## src/rtl/mlm_link_arb.sv

```systemverilog
// Round-robin arbiter that shares one Hamming(21,16) link among NREQ requesters,
// tracks words through the 2-cycle link, and halts after THRESH link errors.
module mlm_link_arb #(
    parameter int NREQ   = 4,
    parameter int IDW    = 2,
    parameter int CNTW   = 8,
    parameter int THRESH = 16
) (
    input  logic                 clk,
    input  logic                 rst,
    input  logic [NREQ-1:0]      req_valid,
    input  logic [NREQ*16-1:0]   req_data,
    output logic [NREQ-1:0]      req_ready,
    output logic [15:0]          enc_d,
    input  logic [4:0]           dec_syn,
    input  logic [15:0]          dec_q,
    output logic                 resp_valid,
    output logic [IDW-1:0]       resp_id,
    output logic [15:0]          resp_data,
    output logic                 resp_corr,
    output logic                 resp_unc,
    output logic [CNTW-1:0]      err_cnt,
    output logic                 halted,
    input  logic                 clr_cnt
);

    typedef enum logic [1:0] {RUN, DRAIN, HALT} state_t;

    localparam logic [CNTW-1:0] CNT_MAX  = '1;
    localparam logic [CNTW-1:0] THRESH_C = CNTW'(THRESH);

    state_t          state;
    logic [IDW-1:0]  ptr;
    logic            grant_any;
    logic [IDW-1:0]  grant_id;
    logic            run_ok;
    logic            s0_valid;
    logic [IDW-1:0]  s0_id;
    logic            s1_valid;
    logic [IDW-1:0]  s1_id;
    logic            s1_corr;
    logic            s1_unc;
    logic [15:0]     data_hold;
    logic            inc;
    logic [CNTW-1:0] cnt_next;

    // Two ascending passes: indices above the pointer first, then wrap to 0..ptr.
    always_comb begin
        run_ok    = !rst && (state == RUN);
        grant_any = 1'b0;
        grant_id  = '0;
        for (int i = 0; i < NREQ; i++) begin
            if (run_ok && !grant_any && req_valid[i] && (IDW'(i) > ptr)) begin
                grant_any = 1'b1;
                grant_id  = IDW'(i);
            end
        end
        for (int i = 0; i < NREQ; i++) begin
            if (run_ok && !grant_any && req_valid[i] && (IDW'(i) <= ptr)) begin
                grant_any = 1'b1;
                grant_id  = IDW'(i);
            end
        end
        req_ready = '0;
        enc_d     = '0;
        for (int i = 0; i < NREQ; i++) begin
            if (grant_any && (grant_id == IDW'(i))) begin
                req_ready[i] = 1'b1;
                enc_d        = req_data[i*16 +: 16];
            end
        end
    end

    // A clear landing on an error response leaves exactly that one error counted.
    always_comb begin
        inc = s1_valid && (s1_corr || s1_unc);
        if (clr_cnt)
            cnt_next = inc ? CNTW'(1) : '0;
        else if (inc && (err_cnt != CNT_MAX))
            cnt_next = err_cnt + 1'b1;
        else
            cnt_next = err_cnt;
    end

    always_ff @(posedge clk) begin
        if (rst) begin
            state     <= RUN;
            halted    <= 1'b0;
            ptr       <= IDW'(NREQ - 1);
            s0_valid  <= 1'b0;
            s0_id     <= '0;
            s1_valid  <= 1'b0;
            s1_id     <= '0;
            s1_corr   <= 1'b0;
            s1_unc    <= 1'b0;
            data_hold <= '0;
            err_cnt   <= '0;
        end else begin
            s0_valid <= grant_any;
            if (grant_any) begin
                s0_id <= grant_id;
                ptr   <= grant_id;
            end
            s1_valid <= s0_valid;
            if (s0_valid) begin
                s1_id   <= s0_id;
                s1_corr <= (dec_syn != 5'd0) && (dec_syn <= 5'd21);
                s1_unc  <= (dec_syn >= 5'd22);
            end
            if (s1_valid)
                data_hold <= dec_q;
            err_cnt <= cnt_next;
            case (state)
                RUN: begin
                    if (inc && (cnt_next == THRESH_C))
                        state <= DRAIN;
                end
                DRAIN: begin
                    if (!s0_valid && !s1_valid) begin
                        state  <= HALT;
                        halted <= 1'b1;
                    end
                end
                HALT: begin
                    if (clr_cnt) begin
                        state  <= RUN;
                        halted <= 1'b0;
                    end
                end
                default: begin
                    state  <= RUN;
                    halted <= 1'b0;
                end
            endcase
        end
    end

    // Decoded data is taken straight from the link in its valid cycle, then held.
    assign resp_valid = s1_valid;
    assign resp_id    = s1_id;
    assign resp_corr  = s1_corr;
    assign resp_unc   = s1_unc;
    assign resp_data  = s1_valid ? dec_q : data_hold;

endmodule

```

## config.mk

```make
export PLATFORM = sky130hd
export DESIGN_NAME = mlm_link_arb
export DESIGN_NICKNAME = d
export VERILOG_FILES = /design/src/rtl/mlm_link_arb.sv
export SDC_FILE = /design/constraint.sdc
export NUM_CORES = 1
export LEC_CHECK = 0
export ABC_CLOCK_PERIOD_IN_PS = 6450
export BUFFER_PORTS_ARGS = -buffer_cell sky130_fd_sc_hd__buf_2
export CAP_MARGIN = 15
export CORE_MARGIN = 3
export CORE_UTILIZATION = 46
export DETAILED_ROUTE_END_ITERATION = 7
export HOLD_SLACK_MARGIN = 0.02
export PLACE_DENSITY = 0.86
export RECOVER_POWER = 25
export REMOVE_ABC_BUFFERS = 1
export SLEW_MARGIN = 5
export SYNTH_ARGS = -nofsm -noshare
export SYNTH_HDL_FRONTEND = slang
export SYNTH_SLANG_ARGS = --single-unit
```

## constraint.sdc

```tcl
create_clock -name clk -period 6.45 [get_ports clk]
set_clock_uncertainty 0.1 [all_clocks]
set_input_delay 1.29 -clock clk [delete_from_list [all_inputs] [get_ports clk]]
set_output_delay 1.29 -clock clk [all_outputs]
set_load 0.1 [all_outputs]
```

Yosys cells after proc, flatten, opt, wreduce, memory -nomap -nowiden. Cells that the tools add are included. W data, S select, Z words.

Flip-flop bits (word level): 37. Input bits: 92. Word-level logic and storage cells: 116.

Add/subtract/negate cells: 1. $lt $le $gt $ge: 10. Equality and inequality tests: 10. Mux-type cells: 34. Bitwise gates (word level): 1. Reductions and logical operators: 49.

Operator list (count): $mux W16 (5); $logic_and A1 B1 Y1 (33); $mux W2 (9); $mux W1 (16); $mux W8 (2); $logic_not A1 Y1 (10); $add A8 B1 Y8 const B (1); $eq A8 B5 Y1 const B (1); $ne A8 B8 Y1 const B (1); $eq A2 B2 Y1 const B (3); $pmux W2 S3 (1); $reduce_and A3 Y1 (2); $ge A5 B5 Y1 const B (1); $le A5 B5 Y1 const B (1); $reduce_bool A5 Y1 (1); $eq A2 B1 Y1 const B (2); $gt A1 B2 Y1 const A (2); $gt A2 B2 Y1 const A (2); $le A1 B2 Y1 const A (2); $le A2 B2 Y1 const A (2); $logic_not A2 Y1 (2); $ne A2 B2 Y1 const B (2); $pmux W1 S3 (1); $ne A2 B1 Y1 const B (1); other kinds (2) (2).

Longest topological paths before layout.
Word-level depth: 46. Depth in mapped cells: 8.

Least setup slack after synthesis. Ideal clock, no wire load.

Path kind: input to output. From: in rst. To: out enc_d[10]. Data arrival time: 4.225 ns. Required time: 5.060 ns. Slack: 0.835 ns. Stages: 5. Path buffers: 2. Cells stage by stage: buf_6 > nor3_2 > nand3_1 > buf_2 > o21ai_0.

Longest elaborated chain between the ends: 46.

Ends and longest elaborated chain: from (decl) (line 10) `input logic rst,`; $logic_not A1 Y1 * (line 49) `run_ok = !rst && (state == RUN);`; $logic_and A1 B1 Y1 * (line 49); $logic_and A1 B1 Y1 (2 in series) (line 53) `if (run_ok && !grant_any && req_valid[i] && (IDW'(i) > ptr)) begin`; $mux W1 (line 53); $logic_not A1 Y1 (line 53); $logic_and A1 B1 Y1 (3 in series) (line 53); $mux W1 (line 53); $logic_not A1 Y1 (line 53); [23 not listed]; $mux W1 (line 59) `if (run_ok && !grant_any && req_valid[i] && (IDW'(i) <= ptr)) begin`; $logic_not A1 Y1 (line 59); $logic_and A1 B1 Y1 (3 in series) (line 59); $mux W2 (line 59); $logic_not A2 Y1 (line 67) `if (grant_any && (grant_id == IDW'(i))) begin`; $logic_and A1 B1 Y1 (line 67); $mux W16 (3 in series) (line 67); $mux W16 * (line 67); to (decl) (line 14) `output logic [15:0] enc_d,`.

Mark *: on every way between the ends. The rest lies on a longest branch, timed or not.

Worst setup path after layout.
From: in rst. To: out enc_d[13].

Same word-level chain as after synthesis.

==> impl_metrics.csv <==
group,metric,value,unit
status,status,"completed",
global_routing,gr-usage-all-layers,0.229,
critical_path,crit_chain,"clkbuf_1 -> nor3_2 -> nand2_1 -> nor3b_2 -> a222oi_1 -> o21ai_1 -> buf_2",
route,num_vias,2562,
critical_path,crit_fanout,18,
clocking,cts-htree-levels,2,
clocking,cts_setup_buffers,0,
die,die_w,75.8,um
pwr,p_leak,1.56,nW
timing,min_period_over_period,0.814,
critical_path,cp_slowest_cell,"nor3b_2",
timing,fmax,191,MHz
timing,fin_tns_setup,0,ps
timing,min_period,5250,ps
global_routing,grt_max_degree,33,
synth,synth_top_flop_cell,"dfxtp_1",
synth,yosysWarnings,0,
route,drt_iter0_markers,225,
synth,muxShareOfSynthArea,0.116,
synth,ys_seq_area_frac,0.331,
placement,gp_congestion,0.984,
die,die_h,75.8,um
synth,synth_cells,268,
die,start_util,0.494,
synth,syn_area,2240,um2
clocking,path_clk_slew,70,ps
die,die_area,5740,um2
clocking,hold_buffers,0,
route,viasPerCell,5.49,
synth,synth_top_area_share,0.331,
pwr,total_power,0.740,mW
placement,place_hpwl,5250,um
critical_path,slowest_delay,900,ps
route,wl_per_cell,14.4,um
synth,synth_common_cells,"37 x dfxtp_1, 23 x nor2b_1, 22 x inv_1, 22 x nor2_1, 19 x o21ai_0",
global_routing,antenna_found_initial,0,
synth,yosysMostFrequentCell,"dfxtp_1",
synth,synth_edf_count,0,
final_layout,drive_above_1_share,0.430,
synth,synth-compound-area-share,0.245,
route,antenna_left,0,
timing,finalHoldViolations,0,
die,core_area,4530,um2
timing,timing.slew.headroom,0.113,
timing,drv_slew,0,
worst_hold_path,min_path_type,"flip-flop to flip-flop",
critical_path,startpoint_type,"input port",
clocking,cts_buffers,5,
route,firstDrtPassIters,7,
synth,ys_ff_latch,37,
clocking,cts_max_path_buffers,2,
synth,synthAdderAreaFrac,0.00558,
pwr,p_per_area,245,nW/um2
timing,worst_pin_slew,1330,ps
route,drcViolationCount,0,
clocking,cts_resized,0,
final_layout,nets,494,
flow_run,drv_cap,0,
critical_path,cp_data_required_time,5060,ps
global_routing,grt_overflow,0,
clocking,worstSkewPairLatency,290,ps
synth,synth_top_cell_by_area,"dfxtp_1",
synth,yosys.area_share.simple,0.226,
synth,synth-async-reset-ratio,0,
route,wl,6730,um
critical_path,critical_path_class,"input port to output port",
timing,rsz0062_at_grt,"false",
clocking,cts_tree,"built",
final_layout,multi_input_area,1330,um2
clocking,cts_root_buf,"clkbuf_8",
final_layout,register_area,741,um2
clocking,cts.sinks,37,
placement,portBuffers,141,
synth,ys_top_cells_by_area,"dfxtp_1 33%, mux2_2 8.0%, a222oi_1 6.7%",
critical_path,cp-end-kind,"output port",
global_routing,grt_pass1_vias,2328,
synth,avgSynthCellArea,8.36,um2
timing,finalSetupViolations,0,
synth,synth_top_family_by_area,"compound AO/OA/AOI/OAI gates",
die,rows,24,
die,io_pins,142,
critical_path,reg2reg_depth,5,
final_layout,syn2layout_area_growth,35.0,%
final_layout,antennaDiodeCount,0,
global_routing,grt_pass1_wl,10400,um
critical_path,arrival,3860,ps
synth,synth_xor_area_frac,0,
synth,synth_cell_types,46,
worst_hold_path,holdPathStages,2,
final_layout,fillerInstances,376,
pwr,peakVddDrop,0.143,mV
worst max-delay path: cells and delay by family:
kind                   cells  cell delay (ps)
AOI/OAI and AO/OA          2              460
buffers and inverters      2              630
and+or+nand+nor            3             1470
power by group:
group	switching [mW]	internal, mW	leakage [nW]	total [mW]
clock network	0.0810	0.0745	0.0439	0.155
registers	0.0100	0.239	0.303	0.249
logic	0.261	0.0738	1.22	0.335
cell usage in the layout, fill, tap and decap left out, types with 2 or more instances in the layout:
master,n
a21o_1,3
a21oi_1,15
a222oi_1,15
a31o_2,2
a31oi_1,2
and2_1,3
and3_1,2
and4_1,2
buf_2,140
clkbuf_1,2
clkbuf_8,5
clkinv_2,2
dfxtp_1,37
inv_1,22
mux2_2,16
mux2i_1,8
nand2_1,13
nand2b_1,4
nand3_1,9
nand4_1,4
nor2_1,22
nor2b_1,23
nor3_1,5
o21ai_0,19
o21ai_1,2
o21bai_1,2
o22ai_1,2
or3b_1,2
per-stage QoR:
step / hold slack, ps / instances / worst slack (ps) / util / cell area, um2
2_1_floorplan: 364 / 252 / 122 / - / 2150
4_1_cts: 395 / 467 / 1320 / 0.668 / 3030
5_1_grt: 440 / 467 / 919 / 0.667 / 3030
3_5_place_dp: 381 / 459 / 1340 / 0.649 / 2940
6_report: 392 / 467 / 1200 / 0.667 / 3030
3_3_place_gp: 367 / 459 / 1460 / 0.649 / 2940
state kept, by name, indices dropped and copies added (netlist names):
signal      count
ptr             2
resp_valid      1
s0_valid        1
resp_unc        1
halted          1
resp_corr       1
err_cnt         8
s0_id           2
resp_id         2
state           2
data_hold      16
layout make-up:
cell class | instances | share of cell area
Timing Repair Buffer | 142 | 0.234
Clock buffer | 5 | 0.0227
Sequential cell | 37 | 0.245
Inverter | 22 | 0.0273
Multi-Input combinational cell | 193 | 0.438
Tap cell | 65 | 0.0269
Clock inverter | 3 | 0.00579
routing by layer:
layer  global-route usage  share of wire  wire length (um)
met5                    0              0                 0
met4               0.0990          0.024               164
met1                0.272           0.40              2690
met3               0.0475          0.084               565
met2                0.396           0.49              3310
worst paths after layout:
kind	to	start	slack [ps]
max	enc_d[13]	rst	1200
min	s0_id[0]	s0_id[0]	390
max reg2reg	state[0]	resp_valid	4350
min reg2reg	s0_id[0]	s0_id[0]	390
cell families (layout without fill, tap and decap cells):
logic type	after synthesis	count (layout)
compound gates	74	74
flops	37	37
buf+inv	38	172
mux	24	24
simple gates	94	94
fa+ha+maj	1	1
Power figures use the tool's default switching activity.
